--- src/rtl/spike_frame_writer.sv ---
// spike_frame_writer: turns a pixel stream into spike times (brighter pixel, earlier spike),
// packs NUM_SPIKES times per word and writes each completed word to the next memory address.
module spike_frame_writer #(
    parameter int unsigned NUM_SPIKES      = 16,
    parameter int unsigned LOG_TIME_PERIOD = 3,
    parameter int unsigned PIXEL_WIDTH     = 8,
    parameter int unsigned ADDR_WIDTH      = 6
) (
    input  logic                                  clk,
    input  logic                                  rst_l,
    input  logic                                  clear,
    input  logic                                  in_valid,
    output logic                                  in_ready,
    input  logic [PIXEL_WIDTH-1:0]                in_pixel,
    output logic                                  wr_en,
    input  logic                                  wr_ready,
    output logic [ADDR_WIDTH-1:0]                 wr_addr,
    output logic [NUM_SPIKES*LOG_TIME_PERIOD-1:0] wr_data,
    output logic [15:0]                           frame_count
);

    localparam int unsigned CntW = (NUM_SPIKES > 1) ? $clog2(NUM_SPIKES) : 1;
    localparam logic [CntW-1:0] LastCnt = CntW'(NUM_SPIKES - 1);
    localparam int unsigned DataW = NUM_SPIKES * LOG_TIME_PERIOD;

    typedef enum logic {
        StFill,
        StWrite
    } state_e;

    state_e                     state_q;
    logic [CntW-1:0]            cnt_q;
    logic [DataW-1:0]           wr_data_q;
    logic [ADDR_WIDTH-1:0]      wr_addr_q;
    logic [15:0]                frame_count_q;
    logic                       wr_en_q;
    logic [LOG_TIME_PERIOD-1:0] spike_d;

    // Temporal encoding: invert the top bits so the brightest pixel spikes at t=0.
    always_comb begin
        spike_d = ~in_pixel[PIXEL_WIDTH-1 -: LOG_TIME_PERIOD];
    end

    // Fill/write FSM; every output except in_ready is a register of this block.
    always_ff @(posedge clk or negedge rst_l) begin
        if (!rst_l) begin
            state_q       <= StFill;
            cnt_q         <= '0;
            wr_data_q     <= '0;
            wr_addr_q     <= '0;
            frame_count_q <= '0;
            wr_en_q       <= 1'b0;
        end else if (clear) begin
            // Abandons any partial frame or pending write; stale fields are left alone.
            state_q       <= StFill;
            cnt_q         <= '0;
            wr_addr_q     <= '0;
            frame_count_q <= '0;
            wr_en_q       <= 1'b0;
        end else begin
            unique case (state_q)
                StFill: begin
                    if (in_valid) begin
                        for (int k = 0; k < int'(NUM_SPIKES); k++) begin
                            if (cnt_q == CntW'(k)) begin
                                wr_data_q[k*LOG_TIME_PERIOD +: LOG_TIME_PERIOD] <= spike_d;
                            end
                        end
                        if (cnt_q == LastCnt) begin
                            cnt_q   <= '0;
                            state_q <= StWrite;
                            wr_en_q <= 1'b1;
                        end else begin
                            cnt_q <= cnt_q + CntW'(1);
                        end
                    end
                end
                StWrite: begin
                    if (wr_ready) begin
                        // Address wraps naturally; the reader paces itself.
                        wr_addr_q <= wr_addr_q + ADDR_WIDTH'(1);
                        if (frame_count_q != 16'hFFFF) begin
                            frame_count_q <= frame_count_q + 16'd1;
                        end
                        state_q <= StFill;
                        wr_en_q <= 1'b0;
                    end
                end
                default: begin
                    state_q <= StFill;
                    wr_en_q <= 1'b0;
                end
            endcase
        end
    end

    // Ready depends only on state so it never combinationally follows in_valid.
    always_comb begin
        in_ready = (state_q == StFill);
    end

    assign wr_en       = wr_en_q;
    assign wr_addr     = wr_addr_q;
    assign wr_data     = wr_data_q;
    assign frame_count = frame_count_q;

endmodule
--- config.mk ---
export PLATFORM = sky130hd
export DESIGN_NAME = spike_frame_writer
export DESIGN_NICKNAME = d
export VERILOG_FILES = /design/src/rtl/spike_frame_writer.sv
export SDC_FILE = /design/constraint.sdc
export NUM_CORES = 1
export LEC_CHECK = 0
export BUFFER_PORTS_ARGS = -buffer_cell sky130_fd_sc_hd__buf_2
export CAP_MARGIN = 25
export CORE_ASPECT_RATIO = 0.5
export CORE_MARGIN = 2
export CORE_UTILIZATION = 30
export CTS_BUF_LIST = sky130_fd_sc_hd__clkbuf_4 sky130_fd_sc_hd__clkbuf_8 sky130_fd_sc_hd__clkbuf_16
export DETAILED_ROUTE_END_ITERATION = 6
export GPL_ROUTABILITY_DRIVEN = 0
export PLACE_DENSITY = 0.53
export SLEW_MARGIN = 25
export SYNTH_ARGS = -nofsm -noshare
export SYNTH_HDL_FRONTEND = slang
export SYNTH_SLANG_ARGS = --single-unit
export TNS_END_PERCENT = 50
--- constraint.sdc ---
create_clock -name clk -period 2 [get_ports clk]
set_clock_uncertainty 0.2 [all_clocks]
set_input_delay 0.4 -clock clk [delete_from_list [all_inputs] [get_ports clk]]
set_output_delay 0.4 -clock clk [all_outputs]
set_load 0.01 [all_outputs]
* Word level (Yosys, flattened, before mapping)
Cells that the tools add are included.
Operators by class: $add $sub $neg 3, eq/ne operators 20, muxes and demuxes 21, bitwise operators 3, reduce and logical (&&, ||, !) cells 25
Operator list (number):
- $mux W16 | 4
- $reduce_and A4 Y1 | 16
- $eq A4 B4 Y1 const B | 8
- $mux W6 | 3
- $add A16 B1 Y16 const B | 1
- $eq A4 B3 Y1 const B | 4
- $mux W4 | 4
- $ne A16 B16 Y1 const B | 1
- $eq A4 B2 Y1 const B | 2
- $mux W1 | 8
- $reduce_bool A2 Y1 | 4
- $add A6 B1 Y6 const B | 1
- $ne A3 B3 Y1 const B | 2
- $reduce_and A3 Y1 | 2
- $add A4 B1 Y4 const B | 1
- $eq A4 B1 Y1 const B | 1
- $logic_not A4 Y1 | 1
- $pmux W1 S2 | 2
- $reduce_and A2 Y1 | 2
- $ne A3 B2 Y1 const B | 1
- $not A3 Y3 | 1
- $ne A2 B2 Y1 const B | 1
- $not A1 Y1 | 2
Storage, ports and cells: register bits after elaboration 76, input port bits 13, logic and storage cells 93

* Logic depth before layout (Yosys ltp)
Gate-level depths: netlist of the first run.
depth after elaboration 5, gate-level depth with buffers 6

* Worst setup path after synthesis of the first run
Ideal clock, no wire load.
kind reg2reg, from reg frame_count_q[0] (netlist: frame_count[0]), to reg frame_count_q[10] (netlist: frame_count[10]), setup time 83 ps, data arrival time 1513 ps, data required time 1717 ps, path slack 204 ps, stages on the path, launching flop included 7, path buffers 1, cell sequence dfrtp_1 -> ha_1 -> nand3_1 -> nor3_1 -> nand2_1 -> clkbuf_1 -> o21ai_0
On the way: longest elaborated chain between the ends 5, elaborated cells on any way between the ends 8
Ends and longest elaborated chain:
- start: declaration | line 35 | logic [15:0] frame_count_q;
- start signal: assignment | line 83 | frame_count_q <= frame_count_q + 16'd1;
- $add A16 B1 Y16 | line 83
- $mux W16 | line 82 | if (frame_count_q != 16'hFFFF) begin
- $mux W16 | line 79 | if (wr_ready) begin
- $mux W16 | line 61 | unique case (state_q)
- $mux W16 | line 53 | end else if (clear) begin
Parallel ways exist; a longest one is shown, timed or not. The select of a mux whose other input is x is not followed. A chain may end at the register's enable or synchronous reset.

* Final worst setup path of the first run
from reg cnt_q[0], to reg wr_data_q[46] (netlist: wr_data[46])
On the way: longest elaborated chain between the ends 2
Ends and longest elaborated chain:
- start: declaration | line 32 | logic [CntW-1:0] cnt_q;
- start signal: assignment | line 74 | cnt_q <= cnt_q + CntW'(1);
- $eq A4 B4 Y1 | line 65 | if (cnt_q == CntW'(k)) begin
- $reduce_and A4 Y1 (no source line)
- end signal: indexed assignment | line 66 | wr_data_q[k*LOG_TIME_PERIOD +: LOG_TIME_PERIOD] <= spike_d;
- end: declaration | line 33 | logic [DataW-1:0] wr_data_q;
No other way between the ends.

==> impl_metrics.csv, run 1 <==
group,metric,value,unit
placement,placed_area,0.00394,sq mm
timing,finalCritPeriodShare,89.0,%
timing,setup_viol,0,
setup_path,required,2000,ps
route,via_count,2578,
cts,htreeDepth,3,
cts,tritoncts,"yes",
route,vias_per_cell,4.51,
setup_path,crit_end,"wr_data[46]$_DFFE_PN0P_",
yosys,synth.area.top_cells,"dfrtp_1 (58%), o21ai_0 (9.0%), nand2_1 (8.6%), xnor2_1 (3.5%), ha_1 (2.3%)",
route,drt-wirelength-per-cell,13.7,microns
floorplan,io_pins,85,
grt,grt_pass1_wl,13.2,mm
timing,hold_viol,0,
floorplan,coreArea,0.0104,sq mm
layout,num-fill-cells,1047,
grt,gr-total-overflow,0,
yosys,ys_ff_latch,76,
route,route.detailed.drc,0,
floorplan,initial_utilization,31.5,%
route,drtIter0Drc,101,
layout,area_growth,28.6,%
cts,ctsLongestPathBuffers,2,
floorplan,die_height,78.0,microns
setup_path,rr_worst_depth,5,
grt,grt_use_total,14.2,%
yosys,synth_top_family_by_area,"simple AND/OR/NAND/NOR gates",
timing,tightest_slew,448,ps
timing,relSlewSlack,70.1,%
setup_path,path_class,"flop to flop",
layout,nets,446,
yosys,yosysSeqAreaShare,57.8,%
setup_path,cp-startpoint,"cnt_q[0]$_DFFE_PN0P_",
cts,clkTransAtPathRegs,60,ps
timing,max_freq,562,MHz
setup_path,r2r_slack,220,ps
placement,io_buffer_count,79,
power,power_density,819,mW/mm^2
route,dr.pass1.iters,4,
power,vdd_drop_max,0.393,mV
placement,hpwl,5.65,mm
setup_path,endpoint_kind,"flop",
yosys,ys_warn_count,0,
layout,layout-drive-gt1-share,27.1,%
floorplan,die-area,0.0119,sq mm
setup_path,rr_startpoint,"cnt_q[0]$_DFFE_PN0P_",
grt,grt_max_degree,44,
yosys,synth_xor_area_share,5.06,%
route,drt-total-wl,7.81,mm
layout,design_area,0.00423,sq mm
cts,clk_latency,330,ps
yosys,avgSynthCellArea,9.90,sq um
yosys,netlist_area,0.00329,sq mm
timing,final_max_slew_viol_count,0,
layout,multi_input_area,0.00131,sq mm
layout,ff_latch_area,0.00190,sq mm
timing,final.setup.tns,0,ps
power,p_leak,2.11,nW
yosys,synthCells,332,
setup_path,worstSetupStartpointType,"flop",
yosys,synth_simple_gate_area_share,20.2,%
cts,clock_sinks,76,
outcome,run_status,"completed",
cts,cts-root-buf,"clkbuf_16",
layout,final_cell_mix,"buf_2 (78), dfrtp_1 (76), nand2_1 (75), o21ai_0 (59), nor2_1 (18)",
flow_run,max_cap_viol_count,0,
route,antenna_left,0,
cts,cts_buffers,9,
yosys,synth_compound_area_share,11.7,%
yosys,syn_nets,351,
setup_path,crit_fanout,7,
setup_path,r2r_end,"wr_data[46]$_DFFE_PN0P_",
yosys,yosysUniqueCellTypes,31,
floorplan,rows,26,
yosys,synthMuxAreaShare,0.609,%
yosys,synth_top_area_share,57.8,%
timing,fin_crit,1780,ps
yosys,synth_top_area_cell,"dfrtp_1",
yosys,synthAdderAreaFrac,2.28,%
layout,final_common_cell,"buf_2",
power,totalPowerFinal,3.47,mW
layout,n_antenna_cell,0,
grt,antenna_found_initial,0,
min_path,hp-class,"input port to flop",
timing,rsz0062_at_grt,"false",
setup_path,arrival,1780,ps
floorplan,fp.dieW,152,microns
grt,grt_pass1_vias,2532,
cts,cts_setup_buffers,0,
## timing repair
action | CTS | global route
hold buffers | 1 | 0
gates resized for setup | 0 | 0
hold endpoints to repair | 16 | 0
endpoints found under the setup margin | 0 | 0
## Yosys cell counts
library cell  instances
dfrtp_1              76
and4bb_2              4
inv_1                 8
buf_2                 3
nand4_4               1
and2_1                1
nor4_4                1
buf_1                 1
clkbuf_1              7
a211oi_1              1
nand2_1              75
nor2_1               18
nand4_1               8
a21oi_1               5
a31oi_1               2
o21ai_0              59
xnor2_1              13
nor4_1                1
ha_1                  6
a21bo_2               1
o2bb2ai_1             1
nor2b_1               5
nand4b_1              1
o21ai_2               1
and3_1                5
mux2i_1               2
a41oi_1               1
xor2_1                6
nand3_1               9
o31ai_1               1
nor3_1                9
## state kept, by name, indices dropped and copies added, names as in the netlist
signal / count
cnt_q: 4
wr_en: 1
wr_data: 48
wr_addr: 6
state_q: 1
frame_count: 16
## worst max-delay path, stage by stage, from the launching register on
cell and delay [ps]:
dfrtp_1 440, ha_1 250, and4bb_2 320, nand3_1 230, nand2_1 120, o21ai_0 80
## logic make-up after synthesis
family / after synthesis
AND/OR/NAND/NOR: 138
flip-flops: 76
AO/OA/AOI/OAI: 72
XOR/XNOR: 19
buffers and inverters: 19
adder cells (fa/ha/maj): 6
multiplexers: 2
## worst min-delay path by stage
stage,from,to,slack [ps],depth (start not counted)
floorplan,rst_l,cnt_q[0]$_DFFE_PN0P_,-100,0
global placement,rst_l,frame_count[11]$_DFFE_PN0P_,90,1
detailed placement,rst_l,frame_count[9]$_DFFE_PN0P_,100,1
CTS,wr_ready,state_q$_DFF_PN0_,120,2
global route,wr_ready,state_q$_DFF_PN0_,130,2
finish,wr_ready,state_q$_DFF_PN0_,140,2
## metal layers
| metal | share of wire (%) | up-vias | global-route usage [%] |
|---|---|---|---|
| met3 | 3.5 | 8 | 4.80 |
| li1 | - | 1321 | - |
| met1 | 49 | 1214 | 18.5 |
| met5 | 0 | - | 0 |
| met2 | 46 | 35 | 22.7 |
| met4 | 1.1 | 0 | 4.21 |
## through the flow
step	instances	utilization, %	hold slack [ps]	setup WS (ps)
after floorplan	332	-	-95.6	204
after detailed placement	555	37.7	100	204
after global routing	571	40.5	133	98.7
final	571	40.5	136	221
after global placement	555	37.7	91.6	179
after CTS	571	40.5	124	229
## report_power, final
group,internal [mW],total [mW],switching (mW)
clock network,0.924,1.51,0.583
registers,1.62,1.67,0.0498
logic,0.107,0.288,0.181
total,2.65,3.47,0.814
## layout make-up
class	instances	share of cell area (%)
Clock buffer	13	6.33
Clock inverter	2	0.237
Inverter	8	0.710
Multi-Input combinational cell	237	31.0
Sequential cell	76	45.0
Tap cell	140	4.14
Timing Repair Buffer	95	12.6
No activity file was read; power rests on OpenSTA's default activity.
==> run 2, diff against run 1 <==
CORE_ASPECT_RATIO = 1.75   (was 0.5)
CORE_UTILIZATION = 50   (was 30)
PLACE_DENSITY = 0.79   (was 0.53)
==> run 2 against run 1 <==
  * Utilization is 23 points higher
  * Largest cell class unchanged
  * First-iteration DRC count increased by 85%
  * Via count up 5.8%
  * Worst setup slack got worse by 72 ps
  * Cell count down 12%
  * Highest routed layer unchanged
  * Largest power group unchanged
==> impl_metrics.csv, run 2 (synthesis gave the netlist of run 1 again) <==
group,metric,value,unit
setup_path,path_class,"flop to flop",
layout,nets,439,
timing,rsz0062_at_grt,"false",
setup_path,required,2040,ps
setup_path,endpoint_kind,"flop",
cts,tritoncts,"yes",
grt,gr-total-overflow,0,
min_path,hp-class,"input port to flop",
layout,final_cell_mix,"buf_2 (78), dfrtp_1 (76), nand2_1 (75), o21ai_0 (59), nor2_1 (18)",
floorplan,die-area,0.00727,sq mm
route,dr.pass1.iters,4,
floorplan,io_pins,85,
floorplan,initial_utilization,51.0,%
timing,relSlewSlack,73.3,%
route,drt-total-wl,7.57,mm
outcome,run_status,"completed",
timing,hold_viol,0,
route,antenna_left,0,
setup_path,slowest_delay,350,ps
timing,fin_crit,1850,ps
floorplan,fp.dieW,65.3,microns
layout,design_area,0.00411,sq mm
power,vdd_drop_max,0.438,mV
cts,cts-root-buf,"clkbuf_16",
timing,final_max_slew_viol_count,0,
cts,htreeDepth,3,
power,p_leak,2.08,nW
route,vias_per_cell,5.40,
timing,tightest_slew,401,ps
route,route.detailed.drc,0,
grt,grt_use_total,22.3,%
timing,max_freq,540,MHz
timing,setup_viol,0,
timing,final.setup.tns,0,ps
layout,num-fill-cells,565,
floorplan,die_height,111,microns
setup_path,crit_fanout,13,
placement,hpwl,5.36,mm
setup_path,slowest_stage,"dfrtp_1",
placement,io_buffer_count,79,
placement,placed_area,0.00382,sq mm
floorplan,coreArea,0.00644,sq mm
grt,grt_pass1_wl,12.4,mm
cts,clkTransAtPathRegs,50,ps
timing,finalCritPeriodShare,92.6,%
flow_run,max_cap_viol_count,0,
floorplan,rows,39,
layout,multi_input_area,0.00131,sq mm
layout,largest_reg_flops,48,
route,drt-wirelength-per-cell,15.0,microns
grt,grt_pass1_vias,2575,
setup_path,worstSetupStartpointType,"flop",
cts,ctsLongestPathBuffers,2,
setup_path,arrival,1890,ps
layout,final_common_cell,"buf_2",
grt,grt_max_degree,34,
layout,area_growth,24.9,%
cts,cts_setup_buffers,0,
layout,ff_latch_area,0.00190,sq mm
layout,layout-drive-gt1-share,25.8,%
route,drtIter0Drc,187,
cts,clk_latency,330,ps
cts,clock_sinks,76,
cts,cts_buffers,9,
setup_path,path_cells,"ha_1 -> nand3_1 -> nor3_1 -> nand2_1 -> buf_4 -> o21ai_0",
power,power_density,857,mW/mm^2
route,via_count,2727,
grt,antenna_found_initial,0,
layout,n_antenna_cell,0,
-- run 2: layout make-up --
class                           instances  share of cell area, %
Clock inverter                          3                  0.975
Multi-Input combinational cell        237                   31.9
Timing Repair Buffer                   88                   11.7
Sequential cell                        76                   46.3
Clock buffer                           11                   5.85
Tap cell                               82                   2.50
Inverter                                8                  0.731
-- run 2: stage by stage --
stage	hold WS (ps)	util [%]	total power, mW	setup slack, ps	cells
floorplan	-95.6	-	1.82	204	332
global placement	152	59.2	1.97	203	490
detailed placement	156	59.2	1.99	179	490
CTS	139	63.8	3.54	164	505
global route	152	63.8	3.65	3.93	505
finish	146	63.8	3.52	149	505
-- run 2: report_power, final --
part           total [mW]  leakage [nW]  switching [mW]  internal (mW)
clock                1.55         0.142           0.579          0.974
combinational       0.289         0.887           0.182          0.107
sequential           1.68          1.05          0.0578           1.62
total                3.52          2.08           0.819           2.70
-- run 2: critical path, delay by kind of cell, from the launching register on --
family | cells | cell delay [ps]
DFF | 1 | 350
buffers and inverters | 1 | 210
adders and majority gates | 1 | 170
and+or+nand+nor | 3 | 730
AOI/OAI and AO/OA | 1 | 90
-- run 2: metal layers --
layer  GRT usage, %  vias to the layer above  share of wire, %
met5              0                        -                 0
met4           7.64                        0               1.4
met3           5.79                       11               5.0
met2           38.6                       89                53
met1           26.2                     1319                40
li1               -                     1308                 -
-- run 2: worst paths after layout --
path	startpoint	to	slack (ps)	depth (start not counted)
max	frame_count[0]$_DFFE_PN0P_	frame_count[9]$_DFFE_PN0P_	150	6
min	wr_ready	state_q$_DFF_PN0_	150	2
max reg2reg	frame_count[0]$_DFFE_PN0P_	frame_count[9]$_DFFE_PN0P_	150	6
min reg2reg	wr_data[27]$_DFFE_PN0P_	wr_data[27]$_DFFE_PN0P_	270	2
max in group asynchronous	rst_l	frame_count[12]$_DFFE_PN0P_	700	3
min in group asynchronous	rst_l	wr_data[13]$_DFFE_PN0P_	340	2
-- run 2: repair_timing --
| item | in CTS | in global routing |
|---|---|---|
| hold buffers | 1 | 0 |
| resized for setup | 0 | 0 |
| hold endpoints to repair | 28 | 0 |
